## src/rtl/uart_rx_word_if.sv

```systemverilog
// Word handshake between the UART receiver and its consumer.
// The receiver drives data/valid as master; the consumer answers with ready.
`timescale 1ns/1ps

interface uart_rx_word_if;
   logic [31:0] rx_data;
   logic        rx_valid;
   logic        rx_ready;

   modport master (
      output rx_data,
      output rx_valid,
      input  rx_ready
   );

   modport slave (
      input  rx_data,
      input  rx_valid,
      output rx_ready
   );
endinterface

```

## src/rtl/uart_rx_word.sv

```systemverilog
// 8N1 UART receiver that packs four LSB-first bytes into a 32-bit word.
// The first received byte lands in bits [7:0]; framing errors and overruns are 1-cycle pulses.
`timescale 1ns/1ps

module uart_rx_word #(
   parameter int CLK_FREQ = 10000000,
   parameter int BAUD     = 9600
) (
   input  logic          clk,
   input  logic          rst,
   input  logic          en,
   input  logic          rx,
   uart_rx_word_if.master rx_if,
   output logic          frame_err,
   output logic          overrun
);

   localparam int CPB = CLK_FREQ / BAUD;
   localparam int CW  = (CPB > 1) ? $clog2(CPB) : 1;
   localparam logic [CW-1:0] HALF = CW'(CPB / 2 - 1);
   localparam logic [CW-1:0] LAST = CW'(CPB - 1);

   typedef enum logic [2:0] {
      IDLE,
      START,
      DATA,
      STOP,
      BREAK
   } state_t;

   logic          rx_meta_q;
   logic          rs_q;
   state_t        state_q, state_d;
   logic [CW-1:0] cnt_q, cnt_d;
   logic [2:0]    bit_q, bit_d;
   logic [1:0]    idx_q, idx_d;
   logic [7:0]    shreg_q, shreg_d;
   logic [31:0]   word_q, word_d;
   logic [31:0]   data_q, data_d;
   logic          valid_q, valid_d;
   logic          ferr_q, ferr_d;
   logic          ovr_q, ovr_d;
   logic          word_done;

   always_comb begin
      state_d   = state_q;
      cnt_d     = cnt_q;
      bit_d     = bit_q;
      idx_d     = idx_q;
      shreg_d   = shreg_q;
      word_d    = word_q;
      data_d    = data_q;
      valid_d   = valid_q;
      ferr_d    = 1'b0;
      ovr_d     = 1'b0;
      word_done = 1'b0;

      if (valid_q && rx_if.rx_ready) begin
         valid_d = 1'b0;
      end

      // Disabling drops any partial word but leaves a pending output word alone.
      if (!en) begin
         state_d = IDLE;
         cnt_d   = '0;
         bit_d   = '0;
         idx_d   = '0;
      end else begin
         case (state_q)
            IDLE: begin
               cnt_d = '0;
               bit_d = '0;
               if (!rs_q) begin
                  state_d = START;
               end
            end

            START: begin
               if (cnt_q == HALF) begin
                  cnt_d   = '0;
                  state_d = rs_q ? IDLE : DATA;
               end else begin
                  cnt_d = cnt_q + CW'(1);
               end
            end

            DATA: begin
               if (cnt_q == LAST) begin
                  cnt_d   = '0;
                  shreg_d = {rs_q, shreg_q[7:1]};
                  if (bit_q == 3'd7) begin
                     bit_d   = '0;
                     state_d = STOP;
                  end else begin
                     bit_d = bit_q + 3'd1;
                  end
               end else begin
                  cnt_d = cnt_q + CW'(1);
               end
            end

            // A low stop bit discards the whole partial word, not just this byte.
            STOP: begin
               if (cnt_q == LAST) begin
                  cnt_d = '0;
                  if (rs_q) begin
                     word_d[{idx_q, 3'b000} +: 8] = shreg_q;
                     idx_d     = idx_q + 2'd1;
                     word_done = (idx_q == 2'd3);
                     state_d   = IDLE;
                  end else begin
                     ferr_d  = 1'b1;
                     idx_d   = '0;
                     state_d = BREAK;
                  end
               end else begin
                  cnt_d = cnt_q + CW'(1);
               end
            end

            BREAK: begin
               cnt_d = '0;
               if (rs_q) begin
                  state_d = IDLE;
               end
            end

            default: begin
               state_d = IDLE;
               cnt_d   = '0;
            end
         endcase
      end

      if (word_done) begin
         if (!valid_q || rx_if.rx_ready) begin
            data_d  = word_d;
            valid_d = 1'b1;
         end else begin
            ovr_d = 1'b1;
         end
      end
   end

   always_ff @(posedge clk or posedge rst) begin
      if (rst) begin
         rx_meta_q <= 1'b1;
         rs_q      <= 1'b1;
         state_q   <= IDLE;
         cnt_q     <= '0;
         bit_q     <= '0;
         idx_q     <= '0;
         shreg_q   <= '0;
         word_q    <= '0;
         data_q    <= '0;
         valid_q   <= 1'b0;
         ferr_q    <= 1'b0;
         ovr_q     <= 1'b0;
      end else begin
         rx_meta_q <= rx;
         rs_q      <= rx_meta_q;
         state_q   <= state_d;
         cnt_q     <= cnt_d;
         bit_q     <= bit_d;
         idx_q     <= idx_d;
         shreg_q   <= shreg_d;
         word_q    <= word_d;
         data_q    <= data_d;
         valid_q   <= valid_d;
         ferr_q    <= ferr_d;
         ovr_q     <= ovr_d;
      end
   end

   assign rx_if.rx_data  = data_q;
   assign rx_if.rx_valid = valid_q;
   assign frame_err      = ferr_q;
   assign overrun        = ovr_q;

endmodule

```

## src/flat_wrapper.sv

```systemverilog
// flat-port wrapper written by rule: the top's interface ports become plain ports
module uart_rx_word_flat 
#(
   parameter int CLK_FREQ = 10000000,
   parameter int BAUD     = 9600
)
  (clk, rst, en, rx, frame_err, overrun, rx_if_rx_data, rx_if_rx_valid, rx_if_rx_ready);
  uart_rx_word_if rx_if_i ();
  input  logic clk;
  input  logic rst;
  input  logic en;
  input  logic rx;
  output logic frame_err;
  output logic overrun;
  output wire logic [$bits(rx_if_i.rx_data)-1:0] rx_if_rx_data;
  output wire logic [$bits(rx_if_i.rx_valid)-1:0] rx_if_rx_valid;
  input wire logic [$bits(rx_if_i.rx_ready)-1:0] rx_if_rx_ready;
  assign rx_if_rx_data = rx_if_i.rx_data;
  assign rx_if_rx_valid = rx_if_i.rx_valid;
  assign rx_if_i.rx_ready = rx_if_rx_ready;
  uart_rx_word #(.CLK_FREQ(CLK_FREQ), .BAUD(BAUD)) u_core (.clk(clk), .rst(rst), .en(en), .rx(rx), .rx_if(rx_if_i), .frame_err(frame_err), .overrun(overrun));
endmodule
```

## config.mk

```make
export PLATFORM = sky130hd
export DESIGN_NAME = uart_rx_word_flat
export DESIGN_NICKNAME = d
export VERILOG_FILES = /design/src/rtl/uart_rx_word_if.sv /design/src/rtl/uart_rx_word.sv /design/src/flat_wrapper.sv
export SDC_FILE = /design/constraint.sdc
export NUM_CORES = 1
export LEC_CHECK = 0
export CORE_MARGIN = 2
export CORE_UTILIZATION = 56
export DETAILED_ROUTE_END_ITERATION = 6
export PLACE_DENSITY = 0.78
export SYNTH_ARGS = -nofsm -noshare
export SYNTH_HDL_FRONTEND = slang
export SYNTH_SLANG_ARGS = --single-unit
```

## constraint.sdc

```tcl
create_clock -name clk -period 3.6 [get_ports clk]
set_clock_uncertainty 0.15 [all_clocks]
set_input_delay 0.72 -clock clk [delete_from_list [all_inputs] [get_ports clk]]
set_output_delay 0.72 -clock clk [all_outputs]
set_load 0.01 [all_outputs]
```

==> results.md <==
* Status: completed
* Worst-Skew Late Latency at 0.36 ns
* DRT Wirelength at 8.97 mm
* Worst vdd ir at 0.217 mV
* Die Ht at 89.7 um
* Worst Path Max Fanout at 23
* Via count at 3253
* Post-synthesis cell count at 416
* Synthesis Warnings at 0
* Worst Tran Pin Value at 0.789 ns
* Unrepaired setup endpoints after global routing: no
* Post-synth ARST share at 1.00
* Worst EP required at 3.73 ns
* Total global-route track usage at 0.238
* Number of remaining DRC errors at 0
* ANT nets after route at 0
* CTS Buf Count at 9
* Post-synth EDFFs at 0
* Longest Clk Path Bufs at 2
* H-tree levels at 3
* Post-DR wirelength/cell at 16.1 um
* Final net count at 467
* Fmax achieved at 0.341 GHz
* Commonest non-fill, non-tap cell in the layout: dfrtp_1
* DR vias/cell at 5.85
* Number of antenna violations at the first check in global routing at 0
* Post-synthesis average cell area at 9.88 um2
* DRT iter0 DRCs at 245
* Sequential area share after synthesis at 0.537
* Synthesized area at 4110 um2
* Relative max-transition margin at 0.469
* Dpl hpwl at 6.14 mm
* Antenna diodes at 0
* Final Cycle Share at 0.814
* Hold-fix buffers, CTS at 0
* Worst setup SP type: flop
* Pins Over Slew Limit at 0
* Core Box Area at 7180 um2
* Initial core utilization at 0.573
* CTS resizes at 0
* Root buffer cell: clkbuf_8
* Syn_nets at 430
* Area grow syn2layout at 17.5%
* Flops & latches, synth at 88
* Port bufs at 39
* Synth Flop Type: dfrtp_1
* Largest net degree at the start of global routing at 47
* Clock transition at the registers of the reported paths at 0.08 ns
* Netlist cell types at 48
* Crit path capture type: flop
* Post-CTS Setup Inserts at 0
* CTS tree: yes
* Final setup TNS at 0 ns
* I/O pin total at 40
* Hold Vio Cnt, Final at 0
* Worst slack, placed at 0.434 ns
* Worst setup margin at 0.669 ns
* Row cnt at 31
* First-pass GRT wire length at 14.6 mm
* Type of the most critical hold path: reg -> reg
* Total grt overflow at 0
* R2R setup slack at 0.67 ns
* Power density over the cells at 356 nW/um2
* Total power draw at 1.72 mW
* Drt pass-1 iters at 4
* Die Wd at 89.7 um
* Ratio of cells with drive above 1 in the final layout at 0.118
* Commonest cells after routing, fill and taps aside: dfrtp_1 (86), nand2_1 (59), clkdlybuf4s50_1 (39)
* Full die area at 8040 um2
* Minimum clock period at 2.93 ns
* LEAKAGE at 2.14 nW
* Max cap viols at 0
* Final setup viols at 0
* Sinks on Clock Net at 88
* Worst setup path category: reg -> reg
* RePlAce Congestion at 0.804
* Vias in the first global route at 2956
* Worst EP arrival at 3.06 ns
## cells by family after synthesis
| group | count (synthesis) | synth area share |
|---|---|---|
| AO/OA/AOI/OAI | 94 | 0.129 |
| XOR/XNOR | 9 | 0.0192 |
| adder cells (fa/ha/maj) | 9 | 0.0274 |
| buffers and inverters | 32 | 0.0314 |
| flip-flops | 88 | 0.537 |
| multiplexers | 17 | 0.0463 |
| AND/OR/NAND/NOR | 167 | 0.211 |
## cell type report
type	count	area (um2)
Sequential cell	88	2200
Fill cell	551	2350
Inverter	8	31.3
Tap cell	99	124
Multi-Input combinational cell	296	1790
Timing Repair Buffer	50	485
Clock inverter	6	70.1
Clock buffer	9	124
## worst paths after layout
| kind | startpoint | depth (start not counted) | endpoint |
|---|---|---|---|
| worst max-delay path | u_core.cnt_q[5]$_DFF_PP0_ | 5 | u_core.rx_if.rx_data[3]$_DFFE_PP0P_ |
| worst min-delay path | u_core.rx_meta_q$_DFF_PP1_ | 0 | u_core.rs_q$_DFF_PP1_ |
| min in group asynchronous | rst | 2 | u_core.cnt_q[2]$_DFF_PP0_ |
| max in group asynchronous | rst | 3 | u_core.word_q[22]$_DFF_PP0_ |
| worst min register to register | u_core.rx_meta_q$_DFF_PP1_ | 0 | u_core.rs_q$_DFF_PP1_ |
| worst max register to register | u_core.cnt_q[5]$_DFF_PP0_ | 5 | u_core.rx_if.rx_data[3]$_DFFE_PP0P_ |
## registers in the layout (all words and copies together), names as in the netlist
register / count
u_core.bit_q: 3
u_core.word_q: 24
u_core.overrun: 1
u_core.state_q: 3
u_core.rx_if.rx_valid: 1
u_core.shreg_q: 8
u_core.frame_err: 1
u_core.rx_if.rx_data: 32
u_core.idx_q: 2
u_core.cnt_q: 11
u_core.rx_meta_q: 1
u_core.rs_q: 1
## metal layers
metal	global-route usage	share of wire
met1	0.344	0.46
met2	0.362	0.47
met3	0.0466	0.055
met4	0.0828	0.019
met5	0	0
## critical path, stage by stage, from the launching register on
cell and delay [ns]:
dfrtp_1 0.44, or4_4 0.60, or4_4 0.65, buf_4 0.24, or4_1 0.55, a31oi_1 0.20
## where the power goes
part | total, mW | switching [mW] | leakage (nW) | internal (mW)
registers | 0.995 | 0.00392 | 1.22 | 0.991
logic | 0.0440 | 0.0299 | 0.834 | 0.0141
clock network | 0.680 | 0.360 | 0.0879 | 0.320
## cell usage after synthesis (all sizes together) (2+ instances only)
cell type,number,area (um2)
o21ai,30,150
a21boi,2,15.0
a21o,2,15.0
xnor2,8,70.1
nand3,25,125
dfstp,2,52.6
a21oi,30,150
ha,9,113
nand2b,3,18.8
nor2,19,71.3
or3b,2,17.5
nor4,7,50.1
mux2,16,180
clkbuf,18,70.1
nor3,12,65.1
nand2,59,221
nand4,5,31.3
dfrtp,86,2150
or4,18,143
buf,6,28.8
inv,7,26.3
and2,7,43.8
a31oi,24,150
## through the flow
step / instance area (um2) / std cells / hold WS (ns) / util
floorplan: 4110 / 416 / 0.195 / -
detailed placement: 4630 / 541 / 0.203 / 0.646
finish: 4830 / 556 / 0.213 / 0.673
CTS: 4830 / 556 / 0.215 / 0.673
global placement: 4630 / 541 / 0.196 / 0.646
global route: 4830 / 556 / 0.220 / 0.673
No activity file was read; power rests on OpenSTA's default activity.
